File: config.mk
export PLATFORM = sky130hd
export DESIGN_NAME = pipe_hazard_ctrl
export DESIGN_NICKNAME = d
export VERILOG_FILES = /design/src/rtl/mips_pipe_pkg.sv /design/src/rtl/haz_md_timer.sv /design/src/rtl/pipe_hazard_ctrl.sv
export SDC_FILE = /design/constraint.sdc
export NUM_CORES = 1
export LEC_CHECK = 0
export CAP_MARGIN = 20
export CORE_MARGIN = 1.5
export CORE_UTILIZATION = 35
export CTS_CLUSTER_SIZE = 25
export DETAILED_ROUTE_END_ITERATION = 7
export PLACE_DENSITY_LB_ADDON = 0.25
export SYNTH_ARGS = -nofsm -noshare
export SYNTH_HDL_FRONTEND = slang
export SYNTH_SLANG_ARGS = --single-unit
File: constraint.sdc
create_clock -name clk -period 2.6 [get_ports clk]
set_input_delay 0.26 -clock clk [delete_from_list [all_inputs] [get_ports clk]]
set_output_delay 0.26 -clock clk [all_outputs]
set_load 0.1 [all_outputs]
File: src/rtl/mips_pipe_pkg.sv
// Shared types and constants for the 5-stage MIPS pipeline control blocks.
// Holds the hazard FSM state encoding plus the bubble/zero-register constants.
package mips_pipe_pkg;

    localparam int REG_W  = 5;
    localparam int CTRL_W = 8;

    typedef enum logic [0:0] {
        HAZ_RUN     = 1'b0,
        HAZ_MD_BUSY = 1'b1
    } haz_state_t;

    localparam logic [CTRL_W-1:0] CTRL_BUBBLE = '0;
    localparam logic [REG_W-1:0]  REG_ZERO    = '0;

    // Issue cycle counts as the first EX cycle, so the wait counter starts at LAT-2.
    function automatic logic [3:0] md_load_val(input int lat);
        return (lat > 1) ? 4'(lat - 2) : 4'd0;
    endfunction

endpackage

File: src/rtl/haz_md_timer.sv
// Loadable 4-bit down-counter with a done flag; times EX occupancy of a mul/div.
// done is high whenever the count has reached zero.
module haz_md_timer (
    input  logic       clk,
    input  logic       rst_n,
    input  logic       i_load,
    input  logic [3:0] i_load_val,
    input  logic       i_dec,
    output logic       o_done
);

    logic [3:0] r_cnt;

    always_ff @(posedge clk or negedge rst_n) begin
        if (!rst_n) begin
            r_cnt <= 4'd0;
        end else if (i_load) begin
            r_cnt <= i_load_val;
        end else if (i_dec && (r_cnt != 4'd0)) begin
            r_cnt <= r_cnt - 4'd1;
        end
    end

    assign o_done = (r_cnt == 4'd0);

endmodule

File: src/rtl/pipe_hazard_ctrl.sv
// Hazard controller for the ID/EX register: load-use stall, branch flush, mul/div occupancy.
// Optional performance counters (stall_cnt, flush_cnt) are built when HAZ_PERF_CNT_EN is defined.
module pipe_hazard_ctrl #(
    parameter int REG_W  = mips_pipe_pkg::REG_W,
    parameter int CTRL_W = mips_pipe_pkg::CTRL_W,
    parameter int MD_LAT = 4
) (
    input  logic              clk,
    input  logic              rst_n,
    input  logic              id_valid,
    input  logic [REG_W-1:0]  id_rs,
    input  logic [REG_W-1:0]  id_rt,
    input  logic              id_uses_rt,
    input  logic              id_is_muldiv,
    input  logic [CTRL_W-1:0] ctrl_in,
    input  logic [REG_W-1:0]  ex_rt,
    input  logic              ex_mem_read,
    input  logic              ex_branch_taken,
    output logic [CTRL_W-1:0] ctrl_out,
    output logic              pc_write,
    output logic              ifid_write,
    output logic              ifid_flush,
    output logic              md_busy
`ifdef HAZ_PERF_CNT_EN
    ,
    output logic [31:0]       stall_cnt,
    output logic [31:0]       flush_cnt
`endif
);

    import mips_pipe_pkg::*;

    localparam logic [3:0] MD_LOAD = md_load_val(MD_LAT);

    haz_state_t        r_state;
    haz_state_t        w_state_nxt;
    logic              w_load_use;
    logic              w_pc_write;
    logic              w_ifid_write;
    logic              w_ifid_flush;
    logic [CTRL_W-1:0] w_ctrl;
    logic              w_md_load;
    logic              w_md_dec;
    logic              w_md_done;

    // Register 0 is hardwired, so a load targeting it can never feed a consumer.
    assign w_load_use = id_valid && ex_mem_read &&
                        (ex_rt != REG_W'(REG_ZERO)) &&
                        ((ex_rt == id_rs) || (id_uses_rt && (ex_rt == id_rt)));

    always_ff @(posedge clk or negedge rst_n) begin
        if (!rst_n) begin
            r_state <= HAZ_RUN;
        end else begin
            r_state <= w_state_nxt;
        end
    end

    always_comb begin
        w_state_nxt  = r_state;
        w_pc_write   = 1'b1;
        w_ifid_write = 1'b1;
        w_ifid_flush = 1'b0;
        w_ctrl       = ctrl_in;
        w_md_load    = 1'b0;
        w_md_dec     = 1'b0;
        case (r_state)
            HAZ_RUN: begin
                if (ex_branch_taken) begin
                    w_ifid_flush = 1'b1;
                    w_ctrl       = CTRL_W'(CTRL_BUBBLE);
                end else if (w_load_use) begin
                    w_pc_write   = 1'b0;
                    w_ifid_write = 1'b0;
                    w_ctrl       = CTRL_W'(CTRL_BUBBLE);
                end else if (id_valid && id_is_muldiv) begin
                    if (MD_LAT > 1) begin
                        w_md_load   = 1'b1;
                        w_state_nxt = HAZ_MD_BUSY;
                    end
                end
            end
            HAZ_MD_BUSY: begin
                // EX holds the mul/div or a bubble here, so branch and load inputs are stale.
                w_pc_write   = 1'b0;
                w_ifid_write = 1'b0;
                w_ctrl       = CTRL_W'(CTRL_BUBBLE);
                if (w_md_done) begin
                    w_state_nxt = HAZ_RUN;
                end else begin
                    w_md_dec = 1'b1;
                end
            end
            default: begin
                w_state_nxt = HAZ_RUN;
            end
        endcase
    end

    haz_md_timer u_md_timer (
        .clk        (clk),
        .rst_n      (rst_n),
        .i_load     (w_md_load),
        .i_load_val (MD_LOAD),
        .i_dec      (w_md_dec),
        .o_done     (w_md_done)
    );

    // All enables are forced low while reset is held, not just the registered state.
    assign pc_write   = rst_n && w_pc_write;
    assign ifid_write = rst_n && w_ifid_write;
    assign ifid_flush = rst_n && w_ifid_flush;
    assign ctrl_out   = rst_n ? w_ctrl : CTRL_W'(CTRL_BUBBLE);
    assign md_busy    = rst_n && (r_state == HAZ_MD_BUSY);

`ifdef HAZ_PERF_CNT_EN
    logic [31:0] r_stall_cnt;
    logic [31:0] r_flush_cnt;

    always_ff @(posedge clk or negedge rst_n) begin
        if (!rst_n) begin
            r_stall_cnt <= 32'd0;
            r_flush_cnt <= 32'd0;
        end else begin
            if (!pc_write) begin
                r_stall_cnt <= r_stall_cnt + 32'd1;
            end
            if (ifid_flush) begin
                r_flush_cnt <= r_flush_cnt + 32'd1;
            end
        end
    end

    assign stall_cnt = r_stall_cnt;
    assign flush_cnt = r_flush_cnt;
`else
    // Counters are not built in this configuration.
`endif

endmodule
==> results of run 1 <==
-- registers in the layout (all words and copies together) (netlist names) --
register / flops
u_md_timer.r_cnt: 4
r_state: 1
-- layer usage --
metal | vias up | part of all wire, % | global-route usage, % | wire [um]
li1 | 351 | - | - | -
met1 | 336 | 38 | 20.5 | 641
met2 | 31 | 56 | 37.6 | 935
met3 | 2 | 5.2 | 3.40 | 87
met4 | 0 | 0.77 | 10.0 | 13
met5 | - | 0 | 0 | 0
-- through the flow --
| step | total power, uW | cells | area (um^2) |
|---|---|---|---|
| 6_report | 848 | 132 | 1120 |
| 5_1_grt | 902 | 132 | 1120 |
| 4_1_cts | 854 | 132 | 1120 |
| 3_5_place_dp | 759 | 128 | 1090 |
| 3_3_place_gp | 743 | 128 | 1090 |
| 2_1_floorplan | 553 | 73 | 563 |
-- report_power, final --
group	internal (uW)	switching (uW)	leakage [uW]	total (uW)
combinational	243	354	0.000389	598
clock	58.2	34.5	0.0000150	92.8
sequential	118	38.9	0.0000617	157
total	420	428	0.000465	848
-- worst max path at each step --
stage	end	slack, ns	cells after the start
CTS	ifid_write	0.16	5
floorplan	ctrl_out[0]	-0.21	4
detailed placement	ifid_write	0.16	5
finish	ifid_write	0.16	5
global route	ifid_write	0.07	5
global placement	ifid_write	0.21	5
-- area by class of cell --
type | instances | area [um^2]
well taps | 16 | 20.0
flip-flops and latches | 5 | 125
multi-input cells | 58 | 389
clock buffers | 4 | 26.3
inverters | 5 | 18.8
fillers | 118 | 369
repair buffers | 44 | 541
-- cell families after synthesis --
logic type                 Yosys count  share of synthesized area (%)
DFF                                  5                           22.5
and+or+nand+nor                     25                           24.7
buffers and inverters               10                           8.76
xor gates and xnor gates            11                           17.3
adders and majority gates            1                           2.25
AOI/OAI and AO/OA                   21                           24.5
-- cell usage after synthesis, types with 2 or more instances --
library cell | n | area (um^2)
a21oi_1 | 9 | 45.0
a31oi_1 | 3 | 18.8
clkbuf_1 | 3 | 11.3
dfrtp_1 | 5 | 125
inv_1 | 5 | 18.8
nand2_1 | 2 | 7.51
nand2b_1 | 2 | 12.5
nand3_1 | 9 | 45.0
nor3_1 | 2 | 10.0
o211a_1 | 2 | 20.0
o211ai_1 | 2 | 15.0
or3_1 | 2 | 12.5
xnor2_1 | 10 | 87.6
==> metrics, run 1 <==
Std-Cell Rows 14; FMAX 410 MHz; Util after Layout 75.2%; Post-CTS Setup Inserts 0; hpwl dp 1410 um; Max H-tree Level 1; post-route antenna net violation count 0; drt wl/cell 12.7 um; Hold WC Path Type input pin to async pin; DR vias/cell 5.45; WL final 1680 um; Worst-Skew Late Latency 0.25 ns; Seq/Total Area, Yosys 22.5%; critical path startpoint ex_rt[0]; Worst path top cell family by delay compound AO/OA/AOI/OAI gates; DR DRC count 0; VDD IR max 413 uV; min Tclk post-route 2.44 ns; CP max stage cell clkdlybuf4s50_1; final-report hold violation count 0; Synth cell types 30; GRT Residual Overflow 0; Final WS setup 0.161 ns; crit share post-route 93.8%; 1st-pass router iterations 6; commonest non-fill, non-tap cell in the layout clkdlybuf4s50_1; setup_tns 0 ns; status completed; CP required 2.34 ns; layout cells sized above 1 17.2%; synthesis-to-finish area growth 101%; Slew Limit Fails 0; WP buf/inv 2; CTS Buf Count 3; most used flip-flop cell after synthesis dfrtp_1; CP Capture Type output pin; Hold-fix buffers, CTS 0; gpl congestion 0.784; Mapped Cells 73; unrepaired setup endpoints after global routing false; terminus of the critical flop-to-flop path u_md_timer.r_cnt[0]$_DFFE_PN0P_; crit path cell chain clkdlybuf4s50_1, or3_1, o311a_1, a31oi_2, buf_12; clock root buffer clkbuf_4; Slew HR 71.7%; Worst Clk Skew 0.00884 ns; # IOs 42; Core Area 1490 um^2; arrival time worst endpoint 2.18 ns; die width 42.9 um; #FFs+latches synth 5; Synth Cell Area 557 um^2; Die ar. 1840 um^2; Setup Slack @ Placement 0.158 ns; first-pass GRT wire length 2780 um; initial antenna violation count 0; GRT Total Usage 19.9%; nets 148; port bufs 41; Synth Net Count 104; ys async rst share 100%; syn_area_per_cell 7.63 um^2; clock slew at reported path FFs 0.05 ns; Iteration-0 DRC Markers 21; antenna cell count 0; CTS tree yes; r2r startpoint u_md_timer.r_cnt[0]$_DFFE_PN0P_; largest net degree at the start of global routing 15; initial cell density of the core 37.4%; commonest non-fill, non-tap cells in the layout clkdlybuf4s50_1, buf_12, xnor2_1; nature of the critical path startpoint input pin; number of global-route vias before repair 728; clock buffer depth 2; Gates resized, CTS repair 0; WS Path Type input pin to output pin; cell depth of the worst flop-to-flop path 6; Hold WS 0.298 ns; Die Height 42.9 um; Worst-Margin Slew 0.424 ns; Final setup viols 0; max_cap viols 0; Crit Path Max Fanout 11; Yosys warning count 0; Post-synth EDFFs 0; power per cell area 757 nW/um^2; P_leak 0.000465 uW; Reg2Reg Setup Slack 0.96 ns; clk sink count 5; Vias 720; CP max stage delay 0.47 ns
Note: power is estimated with default switching activity, not from simulation.
==> run 2, diff against run 1 <==
--- a/config.mk
+++ b/config.mk
@@ -10,6 +10,7 @@
 export CORE_UTILIZATION = 35
 export CTS_CLUSTER_SIZE = 25
 export DETAILED_ROUTE_END_ITERATION = 7
+export GPL_TIMING_DRIVEN = 1
 export PLACE_DENSITY_LB_ADDON = 0.25
 export SYNTH_ARGS = -nofsm -noshare
 export SYNTH_HDL_FRONTEND = slang
==> results of run 2 <==
Same layout as run 1: the final DEF is identical, and so are final timing and power.
==> run 3, diff against run 2 <==
--- a/config.mk
+++ b/config.mk
@@ -8,6 +8,7 @@
 export CAP_MARGIN = 20
 export CORE_MARGIN = 1.5
 export CORE_UTILIZATION = 35
+export CTS_BUF_LIST = sky130_fd_sc_hd__clkbuf_16
 export CTS_CLUSTER_SIZE = 25
 export DETAILED_ROUTE_END_ITERATION = 7
 export GPL_TIMING_DRIVEN = 1
==> run 3 against run 2 <==
Against the previous run: combinational power barely moved; first-iteration DRC count fell by 48%; via count rose by 0.56%; count of clock-buffer cells in the layout fell by 1; global-route usage rose by 1.6 points; clock skew fell by 0.0032 ns; sequential share of layout area fell by 0.50 points.
==> metrics, run 3 (same netlist as run 1, synthesis figures left out) <==
min Tclk post-route 2.45 ns; first-pass GRT wire length 2980 um; Final setup viols 0; GRT Residual Overflow 0; Logic pwr share 59.2%; CP required 2.34 ns; DR vias/cell 5.48; Iteration-0 DRC Markers 11; FMAX 409 MHz; largest registers u_md_timer.r_cnt (4), r_state (1); DR DRC count 0; die width 42.9 um; clock share of power 25.2%; final-report hold violation count 0; CP max stage cell clkdlybuf4s50_1; Worst path top cell family by delay compound AO/OA/AOI/OAI gates; Post-CTS Setup Inserts 0; port bufs 41; # IOs 42; number of flip-flops in the largest register 4; synthesis-to-finish area growth 111%; Int Power 562 uW; clock slew at reported path FFs 0.04 ns; clock root buffer clkbuf_16; nature of the critical path startpoint input pin; drt wl/cell 13.6 um; Hold WC Path Type input pin to async pin; Core Area 1490 um^2; initial antenna violation count 0; WL final 1800 um; Slew HR 71.8%; WP buf/inv 2; commonest non-fill, non-tap cell in the layout clkdlybuf4s50_1; CP max stage delay 0.48 ns; power per cell area 866 nW/um^2; nets 148; P_leak 0.000493 uW; Std-Cell Rows 14; post-route antenna net violation count 0; Hold-fix buffers, CTS 0; Vias 724; Switching Share 44.7%; hpwl dp 1410 um; Hold WS 0.331 ns; Worst-Skew Late Latency 0.23 ns; VDD IR max 573 uV; setup_tns 0 ns; Gates resized, CTS repair 0; clock buffer depth 2; initial cell density of the core 37.4%; WS Path Type input pin to output pin; CP Capture Type output pin; register share of total power 15.6%; Crit Path Max Fanout 11; Net Sw Power 454 uW; 1st-pass router iterations 4; Die Height 42.9 um; layout cells sized above 1 17.2%; unrepaired setup endpoints after global routing false; GRT Total Usage 21.5%; largest net degree at the start of global routing 15; crit share post-route 94.1%; CTS tree yes; commonest non-fill, non-tap cells in the layout clkdlybuf4s50_1, buf_12, xnor2_1; Filler Cell Count 114; status completed; post-route insts no fill 132; Design Area, Final 1170 um^2; Die ar. 1840 um^2; Slew Limit Fails 0; placed cell area 1090 um^2; crit path cell chain clkdlybuf4s50_1, or3_1, o311a_1, a31oi_2, buf_12; Worst Clk Skew 0.00562 ns; largest register by flop count u_md_timer.r_cnt; number of global-route vias before repair 752; clk sink count 5; antenna cell count 0; gpl congestion 0.784; Worst-Margin Slew 0.422 ns; CTS Buf Count 3; Max H-tree Level 1; total chip power 1020 uW; arrival time worst endpoint 2.19 ns; max_cap viols 0; placed insts 128
-- run 3: path summary, 6_finish.rpt --
kind,startpoint,slack [ns],cells past startpoint,endpoint
min reg2reg,u_md_timer.r_cnt[1]$_DFFE_PN0P_,0.57,2,u_md_timer.r_cnt[1]$_DFFE_PN0P_
max in group asynchronous,rst_n,2.15,2,u_md_timer.r_cnt[3]$_DFFE_PN0P_
min in group clk,u_md_timer.r_cnt[1]$_DFFE_PN0P_,0.57,2,u_md_timer.r_cnt[1]$_DFFE_PN0P_
max reg2reg,u_md_timer.r_cnt[0]$_DFFE_PN0P_,0.95,6,u_md_timer.r_cnt[0]$_DFFE_PN0P_
max,ex_rt[0],0.15,5,ifid_write
min,rst_n,0.33,2,u_md_timer.r_cnt[0]$_DFFE_PN0P_
-- run 3: cell type report --
class	instances	area, um^2	share of cell area, %
clock buffers	3	75.1	6.40
clock inverters	1	3.75	0.320
inverters	5	18.8	1.60
multi-input cells	58	389	33.2
flip-flops and latches	5	125	10.7
well taps	16	20.0	1.71
repair buffers	44	541	46.1
-- run 3: metal layers --
layer / wire (um) / track usage [%] / up-vias
li1: - / - / 350
met1: 664 / 22.5 / 337
met2: 1020 / 40.6 / 30
met3: 87 / 5.11 / 7
met4: 31 / 8.13 / 0
met5: 0 / 0 / -
-- run 3: per-stage QoR --
stage | utilization, % | setup slack [ns]
finish | 78.7 | 0.152
floorplan | - | -0.208
detailed placement | 73.4 | 0.158
global placement | 73.4 | 0.210
global route | 78.7 | 0.0690
CTS | 78.7 | 0.150
-- run 3: power by group through the flow --
stage               registers, uW  clock network [uW]  logic, uW
finish                        159                 256        601
floorplan                     149                   0        404
global route                  166                 264        638
global placement              157                   0        586
CTS                           158                 259        604
detailed placement            159                   0        600
-- run 3: worst reg2reg max path, stage by stage, from the launching register on --
cell and delay, ns:
dfrtp_1 0.40, inv_1 0.07, ha_1 0.18, nor3b_1 0.39
nand2b_1 0.24, o21ai_0 0.10, a21o_1 0.17
